**config.mk**
```make
export PLATFORM = sky130hd
export DESIGN_NAME = prime_check
export DESIGN_NICKNAME = d
export VERILOG_FILES = /design/src/rtl/prime_check.sv
export SDC_FILE = /design/constraint.sdc
export NUM_CORES = 1
export LEC_CHECK = 0
export ABC_AREA = 0
export CORE_AREA = 2 2 140 142
export DETAILED_ROUTE_END_ITERATION = 7
export DIE_AREA = 0 0 142 144
export PLACE_DENSITY = 0.65
export SETUP_SLACK_MARGIN = 0.4
export SLEW_MARGIN = 10
export SYNTH_ARGS = -nofsm -noshare
export SYNTH_HDL_FRONTEND = slang
export SYNTH_SLANG_ARGS = --single-unit
export TNS_END_PERCENT = 30
```
**constraint.sdc**
```tcl
create_clock -name clk -period 3.2 [get_ports clk]
set_clock_uncertainty 0.1 [all_clocks]
set_input_delay 0.96 -clock clk [delete_from_list [all_inputs] [get_ports clk]]
set_output_delay 0.96 -clock clk [all_outputs]
set_load 0.01 [all_outputs]
```
**src/rtl/prime_check.sv**
```systemverilog
// Trial-division primality tester driving an external modulo unit.
// Divisors are 2 then odd values while d*d <= n.
module prime_check #(
  parameter int WIDTH = 16
) (
  input  logic             clk,
  input  logic             rst,
  input  logic             go,
  input  logic [WIDTH-1:0] n,
  output logic             ready,
  output logic             is_prime,
  output logic             error,
  output logic [WIDTH-1:0] ops,
  output logic             mod_go,
  output logic [WIDTH-1:0] mod_a,
  output logic [WIDTH-1:0] mod_b,
  input  logic             mod_ready,
  input  logic             mod_error,
  input  logic [WIDTH-1:0] mod_res
);

  localparam int SW = 2 * WIDTH;

  typedef enum logic [1:0] {
    IDLE,
    CHECK,
    ISSUE,
    WAIT
  } state_t;

  state_t           state, state_d;
  logic             go_q, go_edge;
  logic             first_q, first_d;
  logic             prime_d, error_d;
  logic [WIDTH-1:0] n_q, n_d;
  logic [WIDTH-1:0] d_q, d_d;
  logic [WIDTH-1:0] ops_d;
  logic [WIDTH-1:0] mod_a_d, mod_b_d;
  logic [SW-1:0]    sq_q, sq_d;
  logic [SW-1:0]    n_wide, step;

  assign go_edge = go & ~go_q;
  assign n_wide  = {{WIDTH{1'b0}}, n_q};
  // (d+2)^2 - d^2 = 4d + 4
  assign step    = ({{WIDTH{1'b0}}, d_q} << 2) + SW'(4);

  always_comb begin
    state_d = state;
    first_d = 1'b0;
    prime_d = is_prime;
    error_d = error;
    n_d     = n_q;
    d_d     = d_q;
    sq_d    = sq_q;
    ops_d   = ops;
    mod_a_d = mod_a;
    mod_b_d = mod_b;
    unique case (state)
      IDLE: begin
        if (go_edge) begin
          n_d     = n;
          d_d     = WIDTH'(2);
          sq_d    = SW'(4);
          ops_d   = '0;
          error_d = 1'b0;
          state_d = CHECK;
        end
      end
      CHECK: begin
        if (n_q < WIDTH'(2)) begin
          prime_d = 1'b0;
          state_d = IDLE;
        end else if (sq_q > n_wide) begin
          prime_d = 1'b1;
          state_d = IDLE;
        end else begin
          mod_a_d = n_q;
          mod_b_d = d_q;
          state_d = ISSUE;
        end
      end
      ISSUE: begin
        if (!(&ops)) begin
          ops_d = ops + WIDTH'(1);
        end
        first_d = 1'b1;
        state_d = WAIT;
      end
      WAIT: begin
        // first cycle may still see the previous op's ready
        if (first_q || !mod_ready) begin
          state_d = WAIT;
        end else if (mod_error) begin
          error_d = 1'b1;
          prime_d = 1'b0;
          state_d = IDLE;
        end else if (mod_res == '0) begin
          prime_d = 1'b0;
          state_d = IDLE;
        end else begin
          if (d_q == WIDTH'(2)) begin
            d_d  = WIDTH'(3);
            sq_d = SW'(9);
          end else begin
            d_d  = d_q + WIDTH'(2);
            sq_d = sq_q + step;
          end
          state_d = CHECK;
        end
      end
      default: state_d = IDLE;
    endcase
  end

  always_ff @(posedge clk) begin
    if (rst) begin
      state    <= IDLE;
      go_q     <= 1'b0;
      first_q  <= 1'b0;
      ready    <= 1'b1;
      is_prime <= 1'b0;
      error    <= 1'b0;
      ops      <= '0;
      mod_go   <= 1'b0;
      mod_a    <= '0;
      mod_b    <= '0;
      n_q      <= '0;
      d_q      <= '0;
      sq_q     <= '0;
    end else begin
      state    <= state_d;
      go_q     <= go;
      first_q  <= first_d;
      ready    <= (state_d == IDLE);
      is_prime <= prime_d;
      error    <= error_d;
      ops      <= ops_d;
      mod_go   <= (state_d == ISSUE);
      mod_a    <= mod_a_d;
      mod_b    <= mod_b_d;
      n_q      <= n_d;
      d_q      <= d_d;
      sq_q     <= sq_d;
    end
  end

endmodule

```
==> results.md <==
- P_int: 2880 uW
- Largest net degree at the start of global routing: 77
- Maximum clock frequency: 0.364 GHz
- Hold Fails Final Rpt: 0
- EDFF count, synth: 0
- I/O Pins: 89
- Seq/Total Area, Yosys: 36.3%
- Final ANT Viol Nets: 0
- Critical path's top delay family: compound AO/OA/AOI/OAI gates
- PwrDens: 478 nW/um^2
- CP max-delay cell: or4_1
- TritonCTS clock tree: yes
- Flop pwr share: 38.6%
- Area Growth Syn to Fin: 31.7%
- Fraction of layout cells with a size suffix above 1: 13.5%
- Period Utilization, post-route: 85.9%
- Post-DP HPWL: 13100 um
- Worst r2r src: d_q[7]
- Met2 routed WL: 8490 um
- Worst-skew pair later-pin latency: 430 ps
- Crit start category: register
- FF+latch count, synth: 119
- Area of the die: 20400 sq um
- P_leak: 0.00312 uW
- Worst hold path class: register to register
- CTS buffer count: 17
- Clock transition at path regs: 50 ps
- Initial antenna violation count: 0
- Setup_tns: 0 ps
- Routed len/inst: 16.3 um
- DRT met1 WL: 8750 um
- MaxCap Viol Count: 0
- H-Tree Depth: 4
- Sink Count: 119
- Setup crit start: d_q[7]
- Vias/cell: 5.57
- CTS Root Cell: clkbuf_16
- Top cells by area, synth: dfxtp_1 (36%), ha_1 (9.3%), a21oi_1 (6.8%), nand4_1 (5.2%), nand2_1 (4.4%)
- Comb pwr share: 17.6%
- Worst hold margin: 371 ps
- Iter 0 DRT Violations: 416
- Starting Density: 34.4%
- Placement Rows: 51
- HP Start: sq_q[0]
- Sw Pwr: 1250 uW
- Critical setup path kind: register to register
- Post-synth design cell area: 6560 sq um
- Final #Nets: 981
- Net Sw Frac: 30.3%
- RSZ-0062 raised after global routing: yes
- DRC violations left: 0
- Commonest cells post-synth: dfxtp_1 (119), a21oi_1 (89), nand2_1 (76), nor2_1 (68), nand4_1 (55)
- Setup-failing EPs final: 0
- WL met3: 981 um
- Critical Path RT: 3440 ps
- Critical Path, Cell by Cell: ha_1, ha_2, o21a_1, o21a_1, o22ai_2, o31a_1, or4_1, a21oi_1
- GRT Total Usage: 18.7%
- Core ar.: 19100 sq um
- Peak VDD IR: 323 uV
- Crit. End Element: register
- First-pass GRT wire length: 30400 um
- Max Slew Vio Count: 0
- Worst-Margin Slew: 660 ps
- Diode count: 0
- CP Max Fanout: 7
- Port bufs: 88
- Most frequently used flop master after synthesis: dfxtp_1
- Ys Warns: 0
- Post-Syn Area per Cell: 8.24 sq um
- TritonRoute pass-1 iters: 7
- Status: completed
- Clk buf depth: 2
- Slew headroom: 55.6%
- WP buf/inv: 0
- Number of global-route vias before repair: 6048
- Total gr overflow: 0
- Chip height: 144 um
- Arrival @ worst endpoint: 2990 ps
- Vias: 6370
- Die X-Extent: 142 um
- Total detailed-routing wirelength: 18600 um
- Most common cell on crit path: o21a_1
- Library cells used by synthesis: 65
- Design Area, Final: 8630 sq um
- Cell taking the most area after synthesis: dfxtp_1
- Synthesized net count: 883
- Synth Instances: 796
- Worst stage delay on the critical path: 520 ps
- Pre-CTS setup slack: 46.5 ps
- Top cell type's share of synthesized area: 36.3%
- Post-DP Area: 7830 sq um
- Most repeated cell in the gate-level netlist after synthesis: dfxtp_1
- Period minus WS final: 2750 ps
- Final worst slack: 453 ps
- Asr flop ratio synth: 0%
- Top Layer Used: met4
- Final Wtd Congestion: 0.915
- Clock power frac: 43.8%
[routing by layer]
layer	GRT usage (%)	vias up
li1	-	3140
met1	24.1	3016
met2	30.1	184
met3	4.67	30
met4	7.00	0
met5	0	-
[timing repair]
item | in CTS | in global routing
pin swaps | 2 | 17
resized for setup | 9 | 38
endpoints found under the setup margin | 13 | 24
gates cloned | 0 | 0
setup buffers | 2 | 4
hold buffers | 0 | 0
[power groups by stage]
stage	Clock, uW	Sequential (uW)	Combinational [uW]
floorplan	0	1610	434
global placement	0	1620	702
detailed placement	0	1620	706
CTS	1840	1590	711
global route	1900	1600	800
finish	1810	1590	726
[registers in the layout (all words and copies together), names as in the netlist, 2 cells and up]
| register | cells |
|---|---|
| ops | 16 |
| sq_q | 31 |
| mod_b | 16 |
| n_q | 16 |
| d_q | 16 |
| mod_a | 16 |
| state | 2 |
[kinds of logic (layout without fill, tap and decap cells)]
family	count (synthesis)	in the layout	synth area share [%]
xor gates and xnor gates	32	32	4.27
DFF	119	119	36.3
adders and majority gates	50	50	9.65
and+or+nand+nor	293	293	23.3
buffers and inverters	81	191	5.42
AOI/OAI and AO/OA	221	221	21.0
[layout by cell type (no fill, tap or decap), drive strengths merged, types with 4 or more instances in the layout]
| cell type | count |
|---|---|
| dfxtp | 119 |
| a21oi | 92 |
| clkdlybuf4s50 | 87 |
| nand2 | 78 |
| nor2 | 68 |
| nand4 | 55 |
| o21ai | 50 |
| ha | 49 |
| buf | 40 |
| inv | 36 |
| xor2 | 19 |
| clkbuf | 18 |
| nor4 | 17 |
| nand3 | 16 |
| xnor2 | 13 |
| and3 | 11 |
| or3 | 9 |
| a21o | 9 |
| nor3 | 8 |
| a22oi | 8 |
| a31oi | 8 |
| o21a | 7 |
| a211oi | 7 |
| nor2b | 6 |
| clkinv | 6 |
| or4 | 5 |
| a311oi | 5 |
| o211ai | 4 |
[final cells by class]
| cell class | instances | area (sq um) |
|---|---|---|
| Inverter | 33 | 124 |
| Clock inverter | 13 | 124 |
| Multi-Input combinational cell | 596 | 4040 |
| Timing Repair Buffer | 127 | 1220 |
| Clock buffer | 18 | 429 |
| Tap cell | 238 | 298 |
| Fill cell | 1836 | 10400 |
| Sequential cell | 119 | 2390 |
[worst register-to-register path, cell delays in order, from the launching register on]
cell and delay [ps]:
dfxtp_1 340, ha_1 310, ha_2 420, o21a_1 180, o21a_1 160, o22ai_2 100, o31a_1 400, or4_1 520
a21oi_1 150
[final timing paths]
path | end | slack (ps) | cells past startpoint
setup / recovery | sq_q[24] | 450 | 8
hold / removal | sq_q[0] | 370 | 2
setup reg to reg | sq_q[24] | 450 | 8
hold reg to reg | sq_q[0] | 370 | 2
[stage by stage]
stage / cells / power (uW) / util [%]
6_report: 1144 / 4130 / 45.2
5_1_grt: 1144 / 4300 / 45.2
4_1_cts: 1140 / 4140 / 44.2
3_5_place_dp: 1107 / 2330 / 41.0
3_3_place_gp: 1107 / 2330 / 41.0
2_1_floorplan: 796 / 2040 / -
(Power assumes the default switching activity.)
